==> src/rtl/out_stream_pkg.sv <==
// out_stream_pkg: shared state encoding and frame-size helpers for the output streamer
package out_stream_pkg;
  typedef enum logic [1:0] {S_IDLE, S_RUN, S_DRAIN, S_DONE} state_t;
  localparam int DEF_AW = 12;
  function automatic logic [31:0] clamp_limit(input int aw);
    return 32'(1) << aw;
  endfunction
  function automatic logic [31:0] frame_total(input logic [15:0] w, input logic [15:0] h, input int aw);
    logic [31:0] p;
    p = 32'(w) * 32'(h);
    return p > clamp_limit(aw) ? clamp_limit(aw) : p;
  endfunction
endpackage

==> src/rtl/sync_fifo_small.sv <==
// sync_fifo_small: tiny byte FIFO with occupancy count and same-cycle push/pop
module sync_fifo_small #(
  parameter int D = 2
) (
  input  logic                 clk_50,
  input  logic                 rst_n,
  input  logic                 push,
  input  logic [7:0]           din,
  input  logic                 pop,
  output logic [7:0]           dout,
  output logic [$clog2(D):0]   count
);
  localparam int PW = $clog2(D);
  logic [7:0] mem [D];
  logic [PW-1:0] rp, wp;
  assign dout = mem[rp];
  always_ff @(posedge clk_50 or negedge rst_n)
    if (!rst_n) begin
      mem <= '{default: '0};
      rp <= '0;
      wp <= '0;
      count <= '0;
    end else begin
      if (push) begin
        mem[wp] <= din;
        wp <= wp + PW'(1);
      end
      if (pop) rp <= rp + PW'(1);
      count <= count + (PW+1)'(push) - (PW+1)'(pop);
    end
endmodule

==> src/rtl/out_frame_streamer.sv <==
// out_frame_streamer: raster-walks the output BRAM and streams pixels with checksum and perf counters
module out_frame_streamer
  import out_stream_pkg::*;
#(
  parameter int AW = DEF_AW,
  parameter int FIFO_D = 2
) (
  input  logic          clk_50,
  input  logic          rst_n,
  input  logic          start,
  input  logic [15:0]   i_out_w,
  input  logic [15:0]   i_out_h,
  output logic [AW-1:0] mem_raddr,
  input  logic [7:0]    mem_rdata,
  output logic          o_valid,
  output logic [7:0]    o_data,
  output logic          o_last,
  input  logic          i_ready,
  output logic          busy,
  output logic          done,
  output logic [31:0]   o_checksum,
  output logic [31:0]   o_pix_count,
  output logic [31:0]   o_stall_cycles
);
  typedef logic [AW:0] cnt_t;
  state_t state;
  cnt_t total, issued;
  logic inflight, hs, rd_en;
  logic [$clog2(FIFO_D):0] fifo_count;
  assign o_valid = fifo_count != '0;
  assign hs = o_valid && i_ready;
  // a pop this cycle frees a slot, so reservation stays full-rate with a ready sink
  assign rd_en = state == S_RUN && issued != total &&
                 32'(fifo_count) + 32'(inflight) - 32'(hs) < 32'(FIFO_D);
  assign mem_raddr = issued[AW-1:0];
  assign o_last = o_valid && o_pix_count == 32'(total) - 32'd1;
  sync_fifo_small #(.D(FIFO_D)) u_fifo (
    .clk_50 (clk_50),
    .rst_n  (rst_n),
    .push   (inflight),
    .din    (mem_rdata),
    .pop    (hs),
    .dout   (o_data),
    .count  (fifo_count)
  );
  always_ff @(posedge clk_50 or negedge rst_n)
    if (!rst_n) begin
      state <= S_IDLE;
      total <= '0;
      issued <= '0;
      inflight <= 1'b0;
      busy <= 1'b0;
      done <= 1'b0;
      o_checksum <= '0;
      o_pix_count <= '0;
      o_stall_cycles <= '0;
    end else begin
      inflight <= rd_en;
      done <= 1'b0;
      if (hs) begin
        o_checksum <= o_checksum + 32'(o_data);
        o_pix_count <= o_pix_count + 32'd1;
      end
      if (o_valid && !i_ready) o_stall_cycles <= o_stall_cycles + 32'd1;
      case (state)
        S_IDLE: if (start) begin
          total <= cnt_t'(frame_total(i_out_w, i_out_h, AW));
          issued <= '0;
          o_checksum <= '0;
          o_pix_count <= '0;
          o_stall_cycles <= '0;
          busy <= 1'b1;
          state <= S_RUN;
        end
        S_RUN: begin
          if (rd_en) issued <= issued + cnt_t'(1);
          if (issued == total) state <= S_DRAIN;
        end
        S_DRAIN: if (o_pix_count + 32'(hs) == 32'(total)) begin
          done <= 1'b1;
          busy <= 1'b0;
          state <= S_DONE;
        end
        S_DONE: state <= S_IDLE;
      endcase
    end
endmodule

==> config.mk <==
export PLATFORM = sky130hd
export DESIGN_NAME = out_frame_streamer
export DESIGN_NICKNAME = d
export VERILOG_FILES = /design/src/rtl/out_stream_pkg.sv /design/src/rtl/sync_fifo_small.sv /design/src/rtl/out_frame_streamer.sv
export SDC_FILE = /design/constraint.sdc
export NUM_CORES = 1
export LEC_CHECK = 0
export ABC_AREA = 0
export ABC_CLOCK_PERIOD_IN_PS = 3400
export CAP_MARGIN = 20
export CORE_MARGIN = 2
export CORE_UTILIZATION = 40
export CTS_CLUSTER_DIAMETER = 40
export DETAILED_ROUTE_END_ITERATION = 10
export PLACE_DENSITY = 0.61
export SLEW_MARGIN = 5
export SYNTH_ARGS = -nofsm -noshare
export SYNTH_HDL_FRONTEND = slang
export SYNTH_SLANG_ARGS = --single-unit
==> constraint.sdc <==
create_clock -name clk_50 -period 3.4 [get_ports clk_50]
set_input_delay 1.02 -clock clk_50 [delete_from_list [all_inputs] [get_ports clk_50]]
set_output_delay 1.02 -clock clk_50 [all_outputs]
set_load 0.01 [all_outputs]
== Word level (Yosys, flattened, before mapping) ==
Cells that the tools add are included.

* Flip-flop bits (word level): 147
* Output and inout bits: 120
* Logic and storage cells: 88

* Add/subtract/negate cells: 12
* Multiply operators: 1
* Order comparisons: 5
* Equality and inequality tests: 11
* Mux-type cells: 28
* Bitwise gates (word level): 2
* Reduce and logical (&&, ||, !) cells: 15

{| class="wikitable"
|+ Operator list
! operator !! number
|-
| two-way mux 32 bit || 9
|-
| adder 32 x 1 -> 32 bit, second input constant || 2
|-
| two-way mux 13 bit || 3
|-
| adder 32 x 1 -> 32 bit || 1
|-
| adder 32 x 8 -> 32 bit || 1
|-
| == test 32 x 13 -> 1 bit || 1
|-
| == test 32 bit || 1
|-
| greater-than comparator 32 x 13 -> 1 bit, second input constant || 1
|-
| less-than comparator 32 x 2 -> 1 bit, second input constant || 1
|-
| multiplier 16 x 16 -> 32 bit || 1
|-
| two-way mux 8 bit || 4
|-
| one-hot mux 13 bit (2 select lines) || 1
|-
| bitwise mux 16 bit || 1
|-
| subtractor 13 x 1 -> 14 bit, second input constant || 1
|-
| adder 13 x 1 -> 13 bit, second input constant || 1
|-
| == test 13 bit || 1
|-
| != test 13 bit || 1
|-
| AND reduction 3 bit || 3
|-
| demux 8 bit (select 1 bit) || 1
|-
| one-hot mux 2 bit (4 select lines) || 1
|-
| logical AND 1 bit || 6
|-
| two-way mux 2 bit || 3
|-
| != test 2 bit, second input constant || 3
|-
| nonzero test 2 bit || 3
|-
| 16 further kinds || 23
|}

== Depth between registers and ports, before layout ==
* Word-level depth: 8
* Depth in mapped cells: 26

== Hierarchy ==
A second synthesis with hierarchy kept.

* Cells, all modules: 1980
* Area, all modules: 17465.5 um2

{| class="wikitable"
|+ By module, submodules not included
! module !! times used !! cells an instance !! area each (um2)
|-
| out_frame_streamer || 1 || 1924 || 16565.9
|-
| sync_fifo_small || 1 || 56 || 899.6
|}

== Worst setup path before layout ==
OpenSTA, ideal clock, no wires.

* Path type: in2reg
* Start point: input i_out_h[15]
* End point: register total[7]
* Arrival: 6.956 ns
* Data required time: 3.279 ns
* Slack: -3.677 ns
* Stages on the path: 23
* Buffers on the path: 3
* Cells stage by stage: clkbuf_1 -> nand2_1 -> fa_1 -> fa_1 -> inv_1 -> fa_1 -> fa_1 -> fa_1 -> inv_1 -> fa_1 -> inv_1 -> ha_1 -> buf_2 -> a21oi_1 -> o21a_1 -> o221a_2 -> o41a_1 -> mux2_2 -> a31oi_1 -> nor4_1 -> and4_1 -> buf_4 -> a22o_1

* Cells in the longest elaborated chain, start to end: 3

{| class="wikitable"
|+ Ends and longest elaborated chain
! element !! line !! source
|-
| from (decl) || out_frame_streamer.sv:12 || <nowiki>input logic [15:0] i_out_h,</nowiki>
|-
| multiplier 16 x 16 -> 32 bit || out_stream_pkg.sv:10 || <nowiki>p = 32'(w) * 32'(h);</nowiki>
|-
| greater-than comparator 32 x 13 -> 1 bit || out_stream_pkg.sv:11 || <nowiki>return p > clamp_limit(aw) ? clamp_limit(aw) : p;</nowiki>
|-
| two-way mux 13 bit || out_stream_pkg.sv:11 ||
|-
| to (signal assigned) || out_frame_streamer.sv:67 || <nowiki>total <= cnt_t'(frame_total(i_out_w, i_out_h, AW));</nowiki>
|-
| to (decl) || out_frame_streamer.sv:27 || <nowiki>cnt_t total, issued;</nowiki>
|}

No other way between the ends.
A chain may end at the register's enable or synchronous reset.

== Final worst setup path ==
* Start point: input i_out_h[1]
* End point: register total[3]

* Cells in the longest elaborated chain, start to end: 3

{| class="wikitable"
|+ Ends and longest elaborated chain
! element !! line
|-
| multiplier 16 x 16 -> 32 bit (*) || out_stream_pkg.sv:10
|-
| greater-than comparator 32 x 13 -> 1 bit || out_stream_pkg.sv:11
|-
| two-way mux 13 bit (*) || out_stream_pkg.sv:11
|}

Mark *: on every way between the ends. The rest lies on a longest branch, timed or not.

==> run_results.csv <==
group,metric,value,unit
timing,period_minus_slack,6630,ps
grt,grt_usage,0.2249,
critical_path,worst_ep_arrival_time,6950,ps
placed_design,port_buffers,163,
timing,slew_viol_final,0,
job,cap_violations,0,
timing,setup_viol,14,
yosys,yosys_warnings,0,
cells_and_area,nets,2751,
cells_and_area,layout_common_cells,"292 x buf_4, 246 x inv_1, 230 x nand2_1",
pwr,vdd.ir_drop.worst,0.001779,V
floorplanning,start_util,0.4044,
clocking,root_buffer,"clkbuf_16",
grt,grt_first_pass_wirelength,81.45,mm
yosys,synth-async-reset-ratio,1.000,
yosys,synth_edf_count,0,
drt,wirelength,49.67,mm
drt,viasPerCell,5.101,
floorplanning,fp.dieH,212.5,µm
yosys,ys_seq_elements,147,
timing,slew-limit-headroom,0.4837,
yosys,synthCells,1975,
grt,grt_overflow,0,
clocking,clk_latency,430,ps
critical_path,crit_fanout,8,
outcome,failed_checks,"setup timing",
placed_design,dp_worst_setup_slack,-4393,ps
floorplanning,core,42980,µm²
critical_path,crit_path_top_delay_cell,"fa_1",
critical_path,worstSetupPathType,"in2reg",
drt,drt_iter0_markers,1075,
cells_and_area,num_antenna_cells,0,
drt,dr.pass1.iters,7,
timing,finalCritPeriodShare,1.950,
clocking,cts_made_buffers,17,
yosys,yosys_most_used_dff,"dfrtp_1",
clocking,cts_hold_buffers,0,
timing,max_freq,150.8,MHz
timing,hold_ws,491.3,ps
floorplanning,dieArea,45140,µm²
clocking,htreeDepth,4,
placed_design,gp_congestion,0.8811,
yosys,synth.avg_cell_area,8.800,µm²
critical_path,max_stage_delay,570,ps
clocking,cts_tree,"done",
grt,grt_pass1_vias,15590,
timing,tightest_slew,772.9,ps
drt,wl_per_cell,16.65,µm
grt,antenna_found_initial,0,
critical_path,cpMostUsedCell,"fa_1",
cells_and_area,layoutNonFillerInstCount,2984,
clocking,clock_sinks,147,
outcome,status,"complete, but fails checks",
floorplanning,die_w,212.5,µm
pwr,leakage,11.09,nW
timing,finalWorstSetupSlack,-3230,ps
pwr,cellPowerDensity,1205,nW/µm²
floorplanning,rows,76,
placed_design,dp.final_hpwl,39.33,mm
timing,finalSetupTns,-42070,ps
timing,finalHoldViolCount,0,
cells_and_area,final_common_cell,"buf_4",
placed_design,dp_cells,2911,
critical_path,cp.required,3720,ps
drt,drc,0,
drt,met1_length,21.94,mm
yosys,seq_area_frac_synth,0.2116,
yosys,synth_nets,2340,
timing,fin_skew,9.851,ps
worst_hold_path,worst_hold_path_type,"reg2reg",
pwr,total_power,28.17,mW
clocking,clk_pin_slew_worst_paths,60,ps
yosys,synth_cell_types,78,
floorplanning,io_pins,164,
critical_path,worstSetupEndpointType,"register",
clocking,clk_path_buf_depth,2,
drt,route.met2.wl,25.19,mm
cells_and_area,drive_above_1_share,0.2363,
yosys,synth_area,17380,µm²
drt,top_layer_used,"met4",
grt,grt_max_degree,79,
timing,rsz0062_at_grt,"yes",
drt,met3_length,1.878,mm
drt,dr_total_vias,15220,
cells_and_area,area_delta_synth_final,34.53,%
critical_path,crit_chain,"clkdlybuf4s15_1 -> buf_6 -> buf_6 -> nand2_2 -> fa_1 -> fa_1 -> inv_1 -> fa_1 -> fa_1 -> fa_1 -> inv_2 -> fa_1 -> inv_2 -> ha_4 -> nand2_2 -> o21a_1 -> buf_4 -> o221a_4 -> o41a_1 -> mux2_4 -> a31oi_4 -> nor4_2 -> and4_4 -> a22o_1",
critical_path,crit_path_start_kind,"input port",
drt,ant_nets,0,
## cells in the mapped netlist (all sizes together) (7+ instances only)
cell type | instances | area, µm²
mux2 | 27 | 304.0
a21oi | 73 | 372.9
ha | 125 | 1564
nand2 | 243 | 912.1
o21ai | 45 | 225.2
o211ai | 7 | 57.55
nand3 | 46 | 230.2
dfrtp | 147 | 3679
a22o | 8 | 70.07
or3 | 25 | 156.4
and2 | 121 | 757.0
a211oi | 7 | 52.55
o21bai | 7 | 52.55
nand4 | 47 | 309.0
nor3 | 33 | 170.2
xnor2 | 76 | 665.6
nor2 | 131 | 491.7
buf | 32 | 195.2
and4 | 7 | 61.31
inv | 263 | 987.2
fa | 196 | 3924
a31oi | 12 | 75.07
nand2b | 7 | 43.79
nor4 | 22 | 143.9
o21a | 7 | 52.55
a21o | 11 | 82.58
xor2 | 76 | 665.6
nor2b | 7 | 46.30
clkbuf | 74 | 279.0
and3 | 24 | 150.1
## power breakdown
part | leakage, nW | internal, mW | switching [mW]
clock network | 0.292 | 1.19 | 0.815
logic | 8.82 | 12.0 | 12.0
registers | 1.97 | 2.01 | 0.232
## stage by stage
stage                     instance area (µm²)  utilization
after floorplan                         17740            -
after global placement                  21780       0.5068
after detailed placement                21780       0.5068
after CTS                               23150       0.5385
after global routing                    23380       0.5440
final                                   23380       0.5440
## state kept, by name, summed over array words and instances (netlist names), 2 cells and up
name and cells:
issued 13, state 2, total 13, u_fifo.count 2, o_checksum 32, o_pix_count 32
o_stall_cycles 32, u_fifo.mem 16
## timing repair
action | in CTS | in global routing
endpoints found under the setup margin | 31 | 31
pin swaps | 96 | 71
gates cloned | 8 | 0
setup buffers | 25 | 9
gates resized for setup | 211 | 91
## logic make-up (layout without fill, tap and decap cells)
family,after synthesis,in the layout,share of synthesized area
simple gates,735,735,0.2100
xor+xnor,152,152,0.07660
buf+inv,369,793,0.08408
compound gates,218,218,0.08099
flops,147,147,0.2116
fa+ha+maj,321,321,0.3157
mux,33,33,0.02095
## routing by layer
| layer | up-vias | GRT usage |
|---|---|---|
| li1 | 7232 | - |
| met1 | 7627 | 0.2982 |
| met2 | 316 | 0.3978 |
| met3 | 45 | 0.02408 |
| met4 | 0 | 0.04461 |
| met5 | - | 0 |
## critical path, delay by kind of cell
family                     cells  cell delay [ps]
AOI/OAI and AO/OA              5             1140
adders and majority gates      7             3360
buffers and inverters          7              730
muxes                          1              290
and+or+nand+nor                4              390
## area by class of cell
class,instances,area [µm²]
well taps,585,732.0
fillers,3855,19600
clock buffers,19,442.9
repair buffers,498,4363
inverters,263,994.7
flip-flops and latches,147,3679
multi-input cells,1459,13000
clock inverters,13,172.7
## final timing paths
check,start,to,slack (ps),depth (start not counted)
min in group asynchronous,rst_n,o_stall_cycles[26],600,1
worst max register to register,u_fifo.count[0],state[1],140,16
worst max-delay path,i_out_h[1],total[3],-3230,24
worst min-delay path,u_fifo.wp,u_fifo.wp,490,1
max in group asynchronous,rst_n,o_pix_count[11],1980,2
worst min register to register,u_fifo.wp,u_fifo.wp,490,1
No activity file was read; power rests on OpenSTA's default activity.
